[src/rtl/alif_param_serializer.sv]
// Host-side transmitter for the ALIF neuron serial configuration loader: one parallel
// parameter set becomes a 35-bit MSB-first load_mode/serial_data frame. Macro CONFIG_VERIFY_EN adds a loader ready check.
module alif_param_serializer #(
  parameter int BIT_CYCLES    = 1,
  parameter int READY_TIMEOUT = 64
) (
  input  logic       clk,
  input  logic       reset,
  input  logic       enable,
  input  logic       start,
  input  logic [2:0] weight_a,
  input  logic [7:0] leak_rate_1,
  input  logic [7:0] leak_rate_2,
  input  logic [7:0] threshold_min,
  input  logic [3:0] leak_cycles_1,
  input  logic [3:0] leak_cycles_2,
  input  logic       params_ready,
  output logic       load_mode,
  output logic       serial_data,
  output logic       busy,
  output logic       done,
  output logic       cfg_error
);

  localparam int         FRAME_BITS = 35;
  localparam logic [5:0] LAST_BIT   = 6'(FRAME_BITS - 1);
  localparam logic [3:0] HOLD_LAST  = 4'(BIT_CYCLES - 1);

`ifdef CONFIG_VERIFY_EN
  localparam int              WAIT_W    = $clog2(READY_TIMEOUT + 1);
  localparam logic [WAIT_W-1:0] WAIT_LAST = WAIT_W'(READY_TIMEOUT - 1);
  typedef enum logic [1:0] {IDLE = 2'd0, SHIFT = 2'd1, DONE = 2'd2, WAIT_RDY = 2'd3} state_t;
`else
  typedef enum logic [1:0] {IDLE = 2'd0, SHIFT = 2'd1, DONE = 2'd2} state_t;
`endif

  state_t                  state_r, state_s;
  logic [FRAME_BITS-1:0]   shift_r, shift_s;
  logic [5:0]              bit_cnt_r, bit_cnt_s;
  logic [3:0]              hold_cnt_r, hold_cnt_s;
  logic                    load_mode_r, serial_data_r, busy_r, done_r;

`ifdef CONFIG_VERIFY_EN
  logic [WAIT_W-1:0]       wait_cnt_r, wait_cnt_s;
  logic                    cfg_error_r, err_s;
`else
  logic                    unused_verify_s;
`endif

  // Next-state, shift register and counter computation; applied only on enabled edges.
  always_comb begin
    state_s    = state_r;
    shift_s    = shift_r;
    bit_cnt_s  = bit_cnt_r;
    hold_cnt_s = hold_cnt_r;
`ifdef CONFIG_VERIFY_EN
    wait_cnt_s = wait_cnt_r;
    err_s      = cfg_error_r;
`endif
    case (state_r)
      IDLE: begin
        if (start) begin
          state_s    = SHIFT;
          shift_s    = {weight_a, leak_rate_1, leak_rate_2, threshold_min,
                        leak_cycles_1, leak_cycles_2};
          bit_cnt_s  = 6'd0;
          hold_cnt_s = 4'd0;
`ifdef CONFIG_VERIFY_EN
          err_s      = 1'b0;
`endif
        end else begin
          state_s = IDLE;
        end
      end
      SHIFT: begin
        if (hold_cnt_r == HOLD_LAST) begin
          hold_cnt_s = 4'd0;
          if (bit_cnt_r == LAST_BIT) begin
            bit_cnt_s = 6'd0;
`ifdef CONFIG_VERIFY_EN
            wait_cnt_s = {WAIT_W{1'b0}};
            state_s    = WAIT_RDY;
`else
            state_s    = DONE;
`endif
          end else begin
            // the next bit to present always sits at the MSB
            bit_cnt_s = bit_cnt_r + 6'd1;
            shift_s   = {shift_r[FRAME_BITS-2:0], 1'b0};
          end
        end else begin
          hold_cnt_s = hold_cnt_r + 4'd1;
        end
      end
`ifdef CONFIG_VERIFY_EN
      WAIT_RDY: begin
        if (params_ready) begin
          state_s = DONE;
          err_s   = 1'b0;
        end else if (wait_cnt_r == WAIT_LAST) begin
          state_s = DONE;
          err_s   = 1'b1;
        end else begin
          wait_cnt_s = wait_cnt_r + {{(WAIT_W-1){1'b0}}, 1'b1};
        end
      end
`endif
      DONE: begin
        state_s = IDLE;
      end
      default: begin
        state_s = IDLE;
      end
    endcase
  end

  // State and registered outputs; outputs are derived from the next state so the
  // first bit appears right after the edge that accepts start.
  always_ff @(posedge clk) begin
    if (reset) begin
      state_r       <= IDLE;
      shift_r       <= {FRAME_BITS{1'b0}};
      bit_cnt_r     <= 6'd0;
      hold_cnt_r    <= 4'd0;
      load_mode_r   <= 1'b0;
      serial_data_r <= 1'b0;
      busy_r        <= 1'b0;
      done_r        <= 1'b0;
    end else if (enable) begin
      state_r       <= state_s;
      shift_r       <= shift_s;
      bit_cnt_r     <= bit_cnt_s;
      hold_cnt_r    <= hold_cnt_s;
      load_mode_r   <= (state_s == SHIFT);
      serial_data_r <= (state_s == SHIFT) ? shift_s[FRAME_BITS-1] : 1'b0;
      busy_r        <= (state_s != IDLE);
      done_r        <= (state_s == DONE);
    end
  end

`ifdef CONFIG_VERIFY_EN
  // Ready-wait counter and sticky error flag.
  always_ff @(posedge clk) begin
    if (reset) begin
      wait_cnt_r  <= {WAIT_W{1'b0}};
      cfg_error_r <= 1'b0;
    end else if (enable) begin
      wait_cnt_r  <= wait_cnt_s;
      cfg_error_r <= err_s;
    end
  end

  assign cfg_error = cfg_error_r;
`else
  assign unused_verify_s = params_ready & (READY_TIMEOUT > 32'sd0);
  assign cfg_error       = 1'b0;
`endif

  assign load_mode   = load_mode_r;
  assign serial_data = serial_data_r;
  assign busy        = busy_r;
  assign done        = done_r;

endmodule

[config.mk]
export PLATFORM = sky130hd
export DESIGN_NAME = alif_param_serializer
export DESIGN_NICKNAME = d
export VERILOG_FILES = /design/src/rtl/alif_param_serializer.sv
export SDC_FILE = /design/constraint.sdc
export NUM_CORES = 1
export LEC_CHECK = 0
export ABC_AREA = 1
export CORE_AREA = 2 2 74 76
export CTS_BUF_LIST = sky130_fd_sc_hd__clkbuf_16
export CTS_CLUSTER_DIAMETER = 50
export CTS_CLUSTER_SIZE = 16
export DETAILED_ROUTE_END_ITERATION = 6
export DIE_AREA = 0 0 76 78
export PLACE_DENSITY = 0.84
export SLEW_MARGIN = 20
export SYNTH_ARGS = -nofsm -noshare
export SYNTH_HDL_FRONTEND = slang
export SYNTH_SLANG_ARGS = --single-unit
[constraint.sdc]
create_clock -name clk -period 2 [get_ports clk]
set_clock_uncertainty 0.15 [all_clocks]
set_input_delay 0.4 -clock clk [delete_from_list [all_inputs] [get_ports clk]]
set_output_delay 0.4 -clock clk [all_outputs]
set_load 0.02 [all_outputs]
==> impl_metrics.py, run 1 <==
metrics = {
    "pwr": {
        "power_density_mw_per_mm2": 724,
        "leakage_uw": 0.00147,
        "p_comb_share_pct": 18.5,
        "switching_share_pct": 27.4,
        "power.internal_uw": 1760,
        "p_clk_share_pct": 35.3,
        "p_sw_uw": 666,
        "vdd_drop_max_v": 0.000425,
        "power_uw": 2430,
        "p_seq_share_pct": 46.2,
    },
    "global_routing": {
        "grt_pass1_wl_um": 9960,
        "grt_pass1_vias": 2291,
        "grt_max_degree": 34,
        "gr-total-overflow": 0,
        "track_usage_pct": 20.5,
        "antenna_found_initial": 0,
    },
    "timing": {
        "drv_slew": 0,
        "holdWs_ns": 0.296,
        "period_share_pct": 90.9,
        "rsz0062_at_grt": "false",
        "fmax_ghz": 0.550,
        "setup_viol": 0,
        "hold_violations": 0,
        "period_needed_ns": 1.82,
    },
    "detailed_routing": {
        "detail_route.vias_per_cell": 4.96,
        "vias": 2458,
        "highest_layer": "met4",
        "drt_first_pass_iters": 4,
        "wirelength_um": 5930,
        "met1_length_um": 2710,
        "ant_nets": 0,
        "met3_length_um": 216,
        "wl_met2_um": 2930,
        "post_drt_wl_per_cell_um": 12.0,
        "drc": 0,
        "first_iter_violations": 135,
    },
    "floorplan": {
        "initial_core_util_pct": 52.7,
        "dieWidth_um": 76,
        "row_count": 26,
        "fp.dieArea_mm2": 0.00593,
        "core_mm2": 0.00504,
        "ios": 45,
        "die_h_um": 78,
    },
    "critical_path": {
        "r2r_cells": 9,
        "cpPeakStageDelay_ns": 0.42,
        "cp_max_fo": 18,
        "path_delay_family": "simple AND/OR/NAND/NOR gates",
        "worstPathRequired_ns": 2.03,
        "cp_cell_sequence": "inv_1 -> ha_1 -> nand2_1 -> inv_1 -> nand4_1 -> nand2_8 -> buf_12 -> o21ai_0 -> nor2_1",
        "cp_num_cells": 9,
        "crit_path_top_delay_cell": "dfxtp_1",
        "crit_top_cell": "inv_1",
        "cp-start-kind": "flip-flop",
        "cp.arrival_ns": 1.85,
        "crit_path_end_kind": "flip-flop",
        "path_class": "reg -> reg",
        "critPathBufInv": 3,
    },
    "cts": {
        "cts_buffers": 5,
        "cts_max_level": 2,
        "clockBufferDepth": 2,
        "clk_pin_slew_ns": 0.07,
        "post_cts_buffers": 0,
        "root_buffer": "clkbuf_16",
        "cts_tree": "done",
        "clk_latency_ns": 0.29,
        "clock-sinks": 51,
    },
    "final_layout": {
        "finalNonFillerCells": 496,
        "final_nets": 469,
        "utilization_pct": 66.6,
        "syn_to_final_growth_pct": 26.2,
        "final_cell_mix": "nand2_1, nor2_1, dfxtp_1, clkdlybuf4s50_1, nand3_1",
        "drive_gt1_share_pct": 13.1,
        "diodes": 0,
        "final_common_cell": "nand2_1",
        "design_area_mm2": 0.00336,
    },
    "synthesis": {
        "synth_edf_count": 0,
        "synthArstFlopShare_pct": 0,
        "yosysUniqueCellTypes": 33,
        "netlist_instances": 376,
        "synth_nets": 420,
        "yosysWarnings": 0,
        "synthFlopType": "dfxtp_1",
        "syn_area_per_cell_um2": 7.07,
        "yosysSeqAreaShare_pct": 38.4,
        "mappedNetlistArea_mm2": 0.00266,
        "synth_seq_cells": 51,
    },
    "place": {
        "placed_area_mm2": 0.00321,
        "place_inst": 488,
        "port_buffers": 42,
        "place_congestion": 0.800,
        "dp_hpwl_um": 4100,
    },
    "worst_hold_path": {
        "worstHoldPathCells": 2,
        "hold_class": "reg -> reg",
    },
    "job": {
        "max-cap-violations": 0,
    },
    "run_status": {
        "outcome": "finished clean",
    },
}
==> flip-flops by register name, summed over array words and instances (netlist names) <==
| register | count |
|---|---|
| done | 1 |
| serial_data | 1 |
| load_mode | 1 |
| hold_cnt_r | 4 |
| busy | 1 |
| bit_cnt_r | 6 |
| state_r | 2 |
| shift_r | 35 |
==> final timing paths <==
check,startpoint,end,slack [ns]
setup / recovery,bit_cnt_r[0],shift_r[25],0.18
hold / removal,shift_r[1],shift_r[1],0.30
setup reg to reg,bit_cnt_r[0],shift_r[25],0.18
hold reg to reg,shift_r[1],shift_r[1],0.30
==> power groups by stage <==
stage	Sequential (uW)	Clock [uW]	Combinational [uW]
after global placement	1140	0	439
after floorplan	1140	0	296
final	1120	858	450
after global routing	1130	908	503
after detailed placement	1140	0	448
after CTS	1120	868	453
==> area by class of cell <==
class	count	area [um2]
clock inverter	3	23.8
inverter	21	91.3
multi-input combinational	283	1380
fill	422	1690
clock buffer	5	125
sequential	51	1020
tap	70	87.6
timing repair buffer	63	628
==> tightest hold or removal path: stages, from the launching register on <==
cell and delay [ns]:
dfxtp_1 0.30, inv_1 0.05, a21oi_1 0.05
==> cells in the mapped netlist (2+ instances only) <==
master    count  area share, %
ha_1          4            1.9
nor3b_1       2           0.56
inv_2         3           0.42
nand4_1       3           0.71
xor2_1        3           0.99
inv_1        16            2.3
buf_4         2           0.56
clkbuf_1      5           0.71
nand2_4       2           0.85
o21ai_0      20            3.8
buf_6         3            1.3
dfxtp_1      51             38
nand2_1      92             13
buf_2         8            1.5
nor3_1        3           0.56
o21ai_1      18            3.4
nor2_2       12            2.8
buf_12        3            2.3
nor2_1       61            8.6
nand3_1      35            6.6
a21oi_1      17            3.2
nand2_8       2            1.5
==> repair_timing <==
| item | in CTS | in global routing |
|---|---|---|
| setup endpoints to repair | 0 | 1 |
| gates resized for setup | 0 | 1 |
| hold buffers | 0 | 0 |
==> routing by layer <==
layer | vias to the layer above | GRT usage, %
li1 | 1300 | -
met1 | 1104 | 24.8
met2 | 50 | 36.1
met3 | 4 | 3.95
met4 | 0 | 8.00
met5 | - | 0
==> per-stage QoR <==
| stage | TNS (ns) | setup slack (ns) |
|---|---|---|
| detailed placement | -0.910 | -0.0697 |
| floorplan | 0 | 0.355 |
| CTS | 0 | 0.0835 |
| global placement | -0.255 | -0.0339 |
| finish | 0 | 0.182 |
| global route | 0 | 0.00491 |
==> cell families (layout without fill, tap and decap cells) <==
| group | count (synthesis) | in the layout | synth area share (%) |
|---|---|---|---|
| simple gates | 217 | 217 | 37.3 |
| xor+xnor | 3 | 3 | 0.988 |
| fa+ha+maj | 4 | 4 | 1.88 |
| buf+inv | 42 | 92 | 9.74 |
| other cells | 1 | 1 | 0.141 |
| flops | 51 | 51 | 38.4 |
| compound gates | 58 | 58 | 11.6 |
(Power assumes the default switching activity.)
==> run 2, diff against run 1 <==
Settings changed: CTS_CLUSTER_DIAMETER 50 to 120.
==> results of run 2 <==
The final DEF is identical to that of run 1; final timing and power are the same.
==> run 3, diff against run 2 <==
==> constraint.sdc (replaced) <==
create_clock -name clk -period 2 [get_ports clk]
set_clock_uncertainty 0.15 [all_clocks]
set_input_delay 0.4 -clock clk [delete_from_list [all_inputs] [get_ports clk]]
set_output_delay 0.4 -clock clk [all_outputs]
set_load 0.05 [all_outputs]
==> run 3 against run 2 <==
  * Sequential power is essentially flat
  * Critical path depth unchanged
  * Core utilization up 1.1 points
  * Sequential share of layout area is 0.49 points lower
  * Fmax fell by 1.4%
  * Worst setup slack worse by 0.025 ns
  * Global-route usage rose by 0.29 points
  * Final area up 1.6%
  * Hold slack better by 0.0096 ns
  * Flip-flop and latch count unchanged
  * Die area unchanged
  * Via count increased by 1.7%
==> impl_metrics.py, run 3 (same netlist as run 1, synthesis figures left out) <==
metrics = {
    "timing": {
        "rsz0062_at_grt": "false",
        "drv_slew": 0,
        "period_needed_ns": 1.84,
        "fin_ws_ns": 0.157,
        "fmax_ghz": 0.542,
        "holdWs_ns": 0.306,
        "hold_violations": 0,
        "setup_viol": 0,
        "period_share_pct": 92.2,
    },
    "final_layout": {
        "register_area_mm2": 0.00102,
        "final_nets": 472,
        "drive_gt1_share_pct": 14.7,
        "n_fill_cell": 448,
        "diodes": 0,
        "multiInputGateArea_mm2": 0.00138,
        "final_common_cell": "nand2_1",
        "top_regs": "shift_r: 35 flops, bit_cnt_r: 6 flops, hold_cnt_r: 4 flops",
        "largest_reg_flops": 35,
        "syn_to_final_growth_pct": 28.3,
        "regMostFlops": "shift_r",
        "final_cell_mix": "nand2_1, nor2_1, dfxtp_1, clkdlybuf4s50_1, nand3_1",
    },
    "place": {
        "dp_hpwl_um": 4160,
        "port_buffers": 42,
        "place_ws_ns": -0.0757,
        "place_congestion": 0.780,
    },
    "pwr": {
        "p_seq_share_pct": 44.0,
        "p_comb_share_pct": 18.8,
        "power.internal_uw": 1890,
        "switching_share_pct": 25.7,
        "power_uw": 2550,
        "leakage_uw": 0.00151,
        "power_density_mw_per_mm2": 748,
        "p_clk_share_pct": 37.2,
        "p_sw_uw": 656,
        "vdd_drop_max_v": 0.000447,
    },
    "run_status": {
        "outcome": "finished clean",
    },
    "critical_path": {
        "rr_startpoint": "bit_cnt_r[0]",
        "path_class": "reg -> reg",
        "cp-start-kind": "flip-flop",
        "r2r_cells": 9,
        "rrSetupSlack_ns": 0.16,
        "crit_path_end_kind": "flip-flop",
        "cp_max_fo": 8,
        "cp.arrival_ns": 1.90,
        "worstPathRequired_ns": 2.06,
        "rr_endpoint": "bit_cnt_r[4]",
    },
    "cts": {
        "cts_max_level": 2,
        "cts_buffers": 5,
        "clk_pin_slew_ns": 0.07,
        "post_cts_buffers": 0,
        "clk_latency_ns": 0.29,
        "root_buffer": "clkbuf_16",
        "clock-sinks": 51,
        "cts_hold_buffers": 0,
        "clockBufferDepth": 2,
        "cts_tree": "done",
    },
    "floorplan": {
        "initial_core_util_pct": 52.7,
        "row_count": 26,
        "dieWidth_um": 76,
        "die_h_um": 78,
        "fp.dieArea_mm2": 0.00593,
        "core_mm2": 0.00504,
        "ios": 45,
    },
    "detailed_routing": {
        "first_iter_violations": 151,
        "post_drt_wl_per_cell_um": 12.0,
        "drc": 0,
        "wirelength_um": 6000,
        "drt_first_pass_iters": 4,
        "vias": 2500,
        "detail_route.vias_per_cell": 5.01,
        "ant_nets": 0,
    },
    "worst_hold_path": {
        "min_from": "shift_r[1]",
        "hold_class": "reg -> reg",
        "worstHoldPathCells": 2,
        "min_to": "shift_r[1]",
    },
    "global_routing": {
        "grt_pass1_vias": 2339,
        "grt_max_degree": 35,
        "grt_pass1_wl_um": 10100,
        "gr-total-overflow": 0,
        "track_usage_pct": 20.8,
        "antenna_found_initial": 0,
    },
    "job": {
        "max-cap-violations": 0,
    },
}
## run 3: through the flow
step / area, um2 / instances / setup TNS (ns) / utilization [%]
finish: 3410 / 499 / 0 / 67.6
floorplan: 2660 / 376 / 0 / -
detailed placement: 3240 / 491 / -1.38 / 64.3
CTS: 3410 / 499 / 0 / 67.6
global route: 3410 / 499 / 0 / 67.6
global placement: 3240 / 491 / -0.225 / 64.3
## run 3: power by group through the flow
stage                     Sequential [uW]  Clock [uW]  Combinational, uW
after floorplan                      1150           0                298
after global placement               1140           0                464
after detailed placement             1140           0                475
after CTS                            1120         959                480
after global routing                 1130        1010                529
final                                1120         949                479
## run 3: how the worst max path moves through the flow
stage / start / endpoint / slack, ns
global route: bit_cnt_r[1] / shift_r[9] / 0.05
finish: bit_cnt_r[0] / bit_cnt_r[4] / 0.16
global placement: start / shift_r[6] / -0.03
CTS: bit_cnt_r[0] / bit_cnt_r[4] / 0.04
detailed placement: start / shift_r[28] / -0.08
floorplan: hold_cnt_r[0] / shift_r[20] / 0.35
## run 3: layout make-up
class,count,area share (%)
timing repair buffer,66,19.5
multi-input combinational,283,40.5
sequential,51,29.9
clock buffer,5,3.67
clock inverter,3,1.14
inverter,21,2.68
tap,70,2.57
## run 3: worst max-delay path: stages, from the launching register on
cell and delay (ns):
dfxtp_1 0.42, inv_1 0.06, ha_1 0.20, nand2_1 0.06, inv_1 0.05, nand3_2 0.15, nand2_1 0.15, o21ai_1 0.22
inv_1 0.12, nor3b_1 0.19
## run 3: repair_timing
item,4_1_cts,5_1_grt
endpoints found under the setup margin,0,2
gates resized for setup,0,2
endpoints found under the hold margin,0,0
## run 3: routing by layer
layer	share of wire [%]	vias up	wire length [um]	global-route usage [%]
met1	44	1120	2650	24.7
met4	1.5	0	91	6.55
li1	-	1307	-	-
met3	4.6	8	278	4.77
met2	50	65	2980	37.3
met5	0	-	0	0
